[src/rtl/vrf_elem_streamer.sv]
`default_nettype none
// ============================================================================
// Module   : vrf_elem_streamer
// Brief    : Walks one vector register through a VRF read port and streams
//            its SEW-wide elements in index order over valid/ready.
// Revision : 1.0  initial release
// ============================================================================
module vrf_elem_streamer #(
  parameter int ELEN      = 64,
  parameter int N_LANES   = 8,
  parameter int N_BANKS   = 5,
  parameter int BANK_SIZE = 80,
  parameter int NVREGS    = 32,
  parameter int MAX_VLEN  = 16384
) (
  input  logic                           clk,
  input  logic                           rst_n,
  input  logic                           req_valid,
  output logic                           req_ready,
  input  logic [$clog2(NVREGS)-1:0]      req_vreg,
  input  logic [1:0]                     req_sew,
  input  logic [$clog2(MAX_VLEN/8):0]    req_vl,
  output logic                           rd_en,
  output logic [$clog2(N_LANES)-1:0]     rd_lane,
  output logic [$clog2(N_BANKS)-1:0]     rd_bank,
  output logic [$clog2(BANK_SIZE)-1:0]   rd_addr,
  input  logic [ELEN-1:0]                rd_data,
  output logic                           elem_valid,
  input  logic                           elem_ready,
  output logic [ELEN-1:0]                elem_data,
  output logic [$clog2(MAX_VLEN/8)-1:0]  elem_idx,
  output logic                           elem_last,
  output logic                           done,
  output logic                           err
);

  localparam int c_VL_W          = $clog2(MAX_VLEN/8) + 1;
  localparam int c_IDX_W         = c_VL_W - 1;
  localparam int c_VREG_W        = $clog2(NVREGS);
  localparam int c_LANE_W        = $clog2(N_LANES);
  localparam int c_BANK_W        = $clog2(N_BANKS);
  localparam int c_ADDR_W        = $clog2(BANK_SIZE);
  localparam int c_BLK_PER_BANK  = (MAX_VLEN/ELEN + N_LANES*N_BANKS - 1) / (N_LANES*N_BANKS);
  localparam int c_ROW_W         = $clog2(c_BLK_PER_BANK + 1);

  typedef enum logic [2:0] {
    S_IDLE = 3'd0,
    S_READ = 3'd1,
    S_WAIT = 3'd2,
    S_EMIT = 3'd3,
    S_DONE = 3'd4
  } state_t;

  state_t                r_state;
  state_t                w_state_nxt;
  logic [c_VREG_W-1:0]   r_vreg;
  logic [1:0]            r_sew;
  logic [c_VL_W-1:0]     r_vl;
  logic [c_VL_W-1:0]     r_elem;
  logic [3:0]            r_k;
  logic [ELEN-1:0]       r_buf;
  logic [c_LANE_W-1:0]   r_lane;
  logic [c_BANK_W-1:0]   r_bank;
  logic [c_ROW_W-1:0]    r_row;
  logic                  r_err;

  logic [c_VL_W-1:0]     w_sew_max;
  logic                  w_req_bad;
  logic [3:0]            w_per_blk;
  logic [c_VL_W-1:0]     w_rem;
  logic [3:0]            w_k_init;
  logic                  w_last;
  logic [ELEN-1:0]       w_elem_raw;
  logic [ELEN-1:0]       w_buf_shift;

  // Legality limit is on the incoming SEW; per-word element count on the captured one
  always_comb begin
    w_sew_max = c_VL_W'(MAX_VLEN/64);
    case (req_sew)
      2'd0:    w_sew_max = c_VL_W'(MAX_VLEN/8);
      2'd1:    w_sew_max = c_VL_W'(MAX_VLEN/16);
      2'd2:    w_sew_max = c_VL_W'(MAX_VLEN/32);
      default: w_sew_max = c_VL_W'(MAX_VLEN/64);
    endcase
  end

  assign w_req_bad = (req_vl > w_sew_max);

  always_comb begin
    w_per_blk   = 4'd1;
    w_elem_raw  = r_buf;
    w_buf_shift = '0;
    case (r_sew)
      2'd0: begin
        w_per_blk   = 4'd8;
        w_elem_raw  = ELEN'(r_buf[7:0]);
        w_buf_shift = r_buf >> 8;
      end
      2'd1: begin
        w_per_blk   = 4'd4;
        w_elem_raw  = ELEN'(r_buf[15:0]);
        w_buf_shift = r_buf >> 16;
      end
      2'd2: begin
        w_per_blk   = 4'd2;
        w_elem_raw  = ELEN'(r_buf[31:0]);
        w_buf_shift = r_buf >> 32;
      end
      default: begin
        w_per_blk   = 4'd1;
        w_elem_raw  = r_buf;
        w_buf_shift = '0;
      end
    endcase
  end

  assign w_rem    = r_vl - r_elem;
  assign w_k_init = (w_rem < c_VL_W'(w_per_blk)) ? w_rem[3:0] : w_per_blk;
  assign w_last   = (r_elem == (r_vl - c_VL_W'(1)));

  always_ff @(posedge clk or negedge rst_n) begin
    if (!rst_n) begin
      r_state <= S_IDLE;
    end else begin
      r_state <= w_state_nxt;
    end
  end

  always_comb begin
    w_state_nxt = r_state;
    req_ready   = 1'b0;
    rd_en       = 1'b0;
    elem_valid  = 1'b0;
    done        = 1'b0;
    case (r_state)
      S_IDLE: begin
        req_ready = 1'b1;
        if (req_valid) begin
          if (req_vl == '0) begin
            w_state_nxt = S_DONE;
          end else if (!w_req_bad) begin
            w_state_nxt = S_READ;
          end
        end
      end
      S_READ: begin
        rd_en       = 1'b1;
        w_state_nxt = S_WAIT;
      end
      S_WAIT: begin
        w_state_nxt = S_EMIT;
      end
      S_EMIT: begin
        elem_valid = 1'b1;
        if (elem_ready && (r_k == 4'd1)) begin
          w_state_nxt = w_last ? S_DONE : S_READ;
        end
      end
      S_DONE: begin
        done        = 1'b1;
        w_state_nxt = S_IDLE;
      end
      default: begin
        w_state_nxt = S_IDLE;
      end
    endcase
  end

  // Block walk: lane fastest, then bank, then row within the vreg's address window
  always_ff @(posedge clk or negedge rst_n) begin
    if (!rst_n) begin
      r_vreg <= '0;
      r_sew  <= '0;
      r_vl   <= '0;
      r_elem <= '0;
      r_k    <= '0;
      r_buf  <= '0;
      r_lane <= '0;
      r_bank <= '0;
      r_row  <= '0;
      r_err  <= 1'b0;
    end else begin
      r_err <= 1'b0;
      case (r_state)
        S_IDLE: begin
          if (req_valid) begin
            r_vreg <= req_vreg;
            r_sew  <= req_sew;
            r_vl   <= req_vl;
            r_elem <= '0;
            r_lane <= '0;
            r_bank <= '0;
            r_row  <= '0;
            r_err  <= w_req_bad;
          end
        end
        S_WAIT: begin
          r_buf <= rd_data;
          r_k   <= w_k_init;
        end
        S_EMIT: begin
          if (elem_ready) begin
            r_buf  <= w_buf_shift;
            r_elem <= r_elem + c_VL_W'(1);
            r_k    <= r_k - 4'd1;
            if (r_k == 4'd1) begin
              if (r_lane == c_LANE_W'(N_LANES-1)) begin
                r_lane <= '0;
                if (r_bank == c_BANK_W'(N_BANKS-1)) begin
                  r_bank <= '0;
                  r_row  <= r_row + c_ROW_W'(1);
                end else begin
                  r_bank <= r_bank + c_BANK_W'(1);
                end
              end else begin
                r_lane <= r_lane + c_LANE_W'(1);
              end
            end
          end
        end
        default: begin
        end
      endcase
    end
  end

  assign rd_lane   = rd_en ? r_lane : '0;
  assign rd_bank   = rd_en ? r_bank : '0;
  assign rd_addr   = rd_en ? (c_ADDR_W'(r_vreg) * c_ADDR_W'(c_BLK_PER_BANK) + c_ADDR_W'(r_row)) : '0;
  assign elem_data = elem_valid ? w_elem_raw : '0;
  assign elem_idx  = elem_valid ? r_elem[c_IDX_W-1:0] : '0;
  assign elem_last = elem_valid && w_last;
  assign err       = r_err;

endmodule
`default_nettype wire

[config.mk]
export PLATFORM = sky130hd
export DESIGN_NAME = vrf_elem_streamer
export DESIGN_NICKNAME = d
export VERILOG_FILES = /design/src/rtl/vrf_elem_streamer.sv
export SDC_FILE = /design/constraint.sdc
export NUM_CORES = 1
export LEC_CHECK = 0
export ABC_AREA = 0
export BUFFER_PORTS_ARGS = -buffer_cell sky130_fd_sc_hd__buf_2
export CORE_AREA = 2 2 123 125
export CTS_BUF_LIST = sky130_fd_sc_hd__clkbuf_2
export CTS_CLUSTER_DIAMETER = 150
export DETAILED_ROUTE_END_ITERATION = 16
export DIE_AREA = 0 0 125 127
export HOLD_SLACK_MARGIN = 0.03
export PLACE_DENSITY = 0.82
export SLEW_MARGIN = 20
export SYNTH_ARGS = -nofsm -noshare
export SYNTH_HDL_FRONTEND = slang
export SYNTH_SLANG_ARGS = --single-unit
[constraint.sdc]
create_clock -name clk -period 3.4 [get_ports clk]
set_input_delay 0.51 -clock clk [delete_from_list [all_inputs] [get_ports clk]]
set_output_delay 0.51 -clock clk [all_outputs]
set_load 0.05 [all_outputs]
==> Implementation_results.wiki <==
{| class="wikitable"
! Metric !! Value
|-
| Run status || finished with violations
|-
| Violations in the final reports || setup timing
|-
| EDFF count, synth || 0
|-
| Part of the cycle the worst path needs || 117.1%
|-
| Fin. Hold Viols || 0
|-
| Worst Setup Start Kind || flop
|-
| Biggest area contributors in the synthesized netlist || dfrtp_1 35%, nand2_1 7.0%, ha_1 6.0%
|-
| Most used flip-flop cell after synthesis || dfrtp_1
|-
| Via count of the first global-routing pass || between 7k and 8k
|-
| CTS clock-pin slew for the worst setup and hold paths || 0.33 ns
|-
| Synth top area share || between 30% and 40%
|-
| Insertion delay to the later sink of the worst-skew pair || approximately 0.67 ns
|-
| Worst IR drop on VDD || between 0.0002 and 0.0003 V
|-
| Count of state elements after synthesis || ~110
|-
| Final antenna-violating net count || 0
|-
| Antenna violations before repair || 2
|-
| Most area-hungry cell type in the Yosys netlist || dfrtp_1
|-
| Leftover overflow at the end of global routing || 0
|-
| 1st-pass router iterations || 5
|-
| Crit. Startpoint || r_vreg[1]
|-
| Max_slew headroom || between 30% and 40%
|-
| Crit-path max FO || 2
|-
| Storage element area || 0.002805 mm2
|-
| Number of buffers added by the clock tree synthesis step || 9
|-
| # rows || 44
|-
| Post-DP Area || just over 0.009 mm2
|-
| Nets in the synthesized netlist || 1142
|-
| Maximum number of pins on one net before global-route repair || approximately 130
|-
| CTS tree || yes
|-
| Final critical path time including I/O delays and setup || 3.981 ns
|-
| Count of input and output buffers || 180
|-
| Cell count after synthesis || ~1k
|-
| Required time reported for the critical path endpoint || 2.89 ns
|-
| Global-route total usage across every layer || between 20% and 30%
|-
| Total Die Area || 0.01588 mm2
|-
| Power per standard cell area || ~560 mW/mm2
|-
| RSZ-0062 raised after global routing || yes
|-
| IO Count || approximately 180
|-
| Placeable core region || ~0.014 mm2
|-
| Share of synthesized area occupied by flip-flops and latches || approximately 35%
|-
| Beginning of the worst hold path || req_vreg[0]
|-
| Kind of critical path || reg2out
|-
| Least-Margin Pin Slew || around 0.94 ns
|-
| Final setup violation count || 5
|-
| Worst hold path type || in2reg
|-
| Fraction of synthesis flops using an asynchronous set or reset pin || 100.0%
|-
| Initial DRC Count || around 710
|-
| Cell Area, Synth || around 0.0081 mm2
|-
| Clock Tree Root || clkbuf_2
|-
| Critical register-to-register path startpoint || r_vl[1]
|-
| Area of the multi-input gates || about 0.0050 mm2
|-
| Total number of yosys warnings || 0
|-
| Summed area of non-filler cells in the final layout || 0.009716 mm2
|-
| Total DRC errors in the routed layout || 0
|-
| Count of unique library cells instantiated by Yosys || between 60 and 70
|-
| Max H-tree Level || 3
|-
| Final RePlAce weighted congestion || a little over 0.9
|-
| Number of pins with negative max-slew slack in the final report || 0
|-
| Max-cap violations || 0
|-
| Initial Util || between 50% and 60%
|-
| Final-stage net count || ~1.3k
|-
| Routed via count || between 8k and 9k
|-
| Peak Freq || around 0.25 GHz
|-
| Area overhead of the layout relative to synthesis || 19.72%
|-
| Power consumption || between 0.005 and 0.006 W
|-
| Leak Pwr || roughly 4.8 nW
|-
| Min setup slack post-route || -0.5813 ns
|-
| Die Span Y || roughly 130 um
|-
| Post-DP HPWL || approximately 17 mm
|-
| First-pass GRT wire length || ~38 mm
|-
| Routed len/inst || approximately 17 um
|-
| Fin Clk Skew || roughly 0.037 ns
|-
| Number of clock sinks || around 110
|-
| Per-cell via count in the routed design || 5.907
|-
| Average instance area after synthesis || 8.043 um2
|-
| Worst reg2reg setup slack || roughly 0.20 ns
|-
| Horizontal die dimension || between 100 and 150 um
|-
| Number of filler instances in the final layout || 1194
|-
| Final routed wirelength across all metal layers || around 24 mm
|-
| Layout cells sized above 1 || 22.10%
|-
| Worst path arrival time || roughly 3.5 ns
|-
| CTS max path bufs || 2
|-
| Endpoint type of the worst setup path || output port
|}
cell usage after synthesis, types with 7 or more instances:
library cell,instances
a211oi_1,25
a21o_1,7
a21oi_1,87
a22o_1,8
and2_1,50
and3_1,33
clkbuf_1,62
dfrtp_1,112
fa_1,7
ha_1,39
inv_1,38
mux2i_1,30
nand2_1,151
nand2b_1,15
nand3_1,8
nand4_1,7
nor2_1,63
nor2b_1,27
nor3_1,32
o211ai_1,10
o21ai_0,94
xnor2_1,19
xor2_1,9
worst paths after layout:
| kind | to | cells past startpoint |
|---|---|---|
| setup / recovery | rd_addr[6] | 12 |
| hold / removal | r_vreg[0] | 3 |
| setup reg to reg | r_state[2] | 14 |
| hold reg to reg | r_buf[6] | 2 |
| max in group asynchronous | r_buf[60] | 3 |
| min in group asynchronous | r_buf[58] | 2 |
stage by stage:
stage / util (%) / hold WS, ns / setup TNS [ns] / std cells / setup slack (ns)
2_1_floorplan: - / 0.2144 / -0.03349 / 1009 / -0.03349
3_3_place_gp: 64.15 / 0.4541 / 0 / 1332 / 0.1001
3_5_place_dp: 64.15 / 0.4641 / 0 / 1332 / 0.05441
4_1_cts: 66.92 / 0.03004 / -1.978 / 1371 / -0.5691
5_1_grt: 67.32 / 0.03339 / -2.774 / 1376 / -0.7312
6_report: 67.36 / 0.05481 / -2.090 / 1378 / -0.5813
critical path, stage by stage (launching register included):
cell and delay [ns]:
dfrtp_1 0.48, fa_1 0.51, inv_1 0.05, fa_1 0.49, inv_1 0.05, ha_1 0.30, a21o_1 0.19, a21oi_2 0.14
o21bai_1 0.07, a21oi_1 0.16, xnor2_1 0.15, nor2_2 0.05, buf_6 0.16
cell type report:
cell class                      instances  area share (%)
Inverter                               38           1.468
Antenna cell                            4          0.1030
Multi-Input combinational cell        794           51.74
Clock buffer                           10          0.5151
Sequential cell                       112           28.87
Tap cell                              184           2.370
Clock inverter                          6          0.6825
Timing Repair Buffer                  230           14.24
flip-flops by register name, indices dropped and copies added (netlist names):
name     flops
r_buf       64
r_elem      12
r_vl        12
r_vreg       5
r_k          4
r_bank       3
r_lane       3
r_row        3
r_state      3
r_sew        2
err          1
routing by layer:
layer  wire [um]  track usage [%]
met4         727            11.50
met1       10330            41.12
met5           0                0
met2       10860            47.92
met3        1962            4.481
cells in the final DEF (no fill, tap or decap), drive strengths merged, types with 13 or more instances in the layout:
cell and count:
and3 33, xnor2 20, ha 39, nand2b 15
nor3 32, nand2 151, mux2i 30, and2 50
nor2b 27, nor2 63, a21oi 87, inv 40
buf 216, dlygate4sd3 13, dfrtp 112, a211oi 25
o21ai 95
power breakdown:
group          switching [W]  leakage [nW]  total (W)  internal [W]
clock network       0.000480        0.0735   0.000658      0.000179
registers           0.000345          1.46    0.00199       0.00164
logic                0.00177          3.23    0.00275      0.000977
repair_timing:
action                                  CTS  global route
endpoints found under the setup margin   38            41
hold buffers                             12             1
setup buffers                            11             2
pin swaps                                11            10
endpoints found under the hold margin    79             1
gates resized for setup                  24             5
logic make-up after synthesis:
| kind of cell | after synthesis | share of synthesized area [%] |
|---|---|---|
| and+or+nand+nor | 411 | 25.05 |
| AOI/OAI and AO/OA | 275 | 20.57 |
| DFF | 112 | 34.54 |
| buffers and inverters | 103 | 4.764 |
| adders and majority gates | 46 | 7.740 |
| muxes | 33 | 4.117 |
| xor gates and xnor gates | 29 | 3.222 |
(Power assumes the default switching activity.)
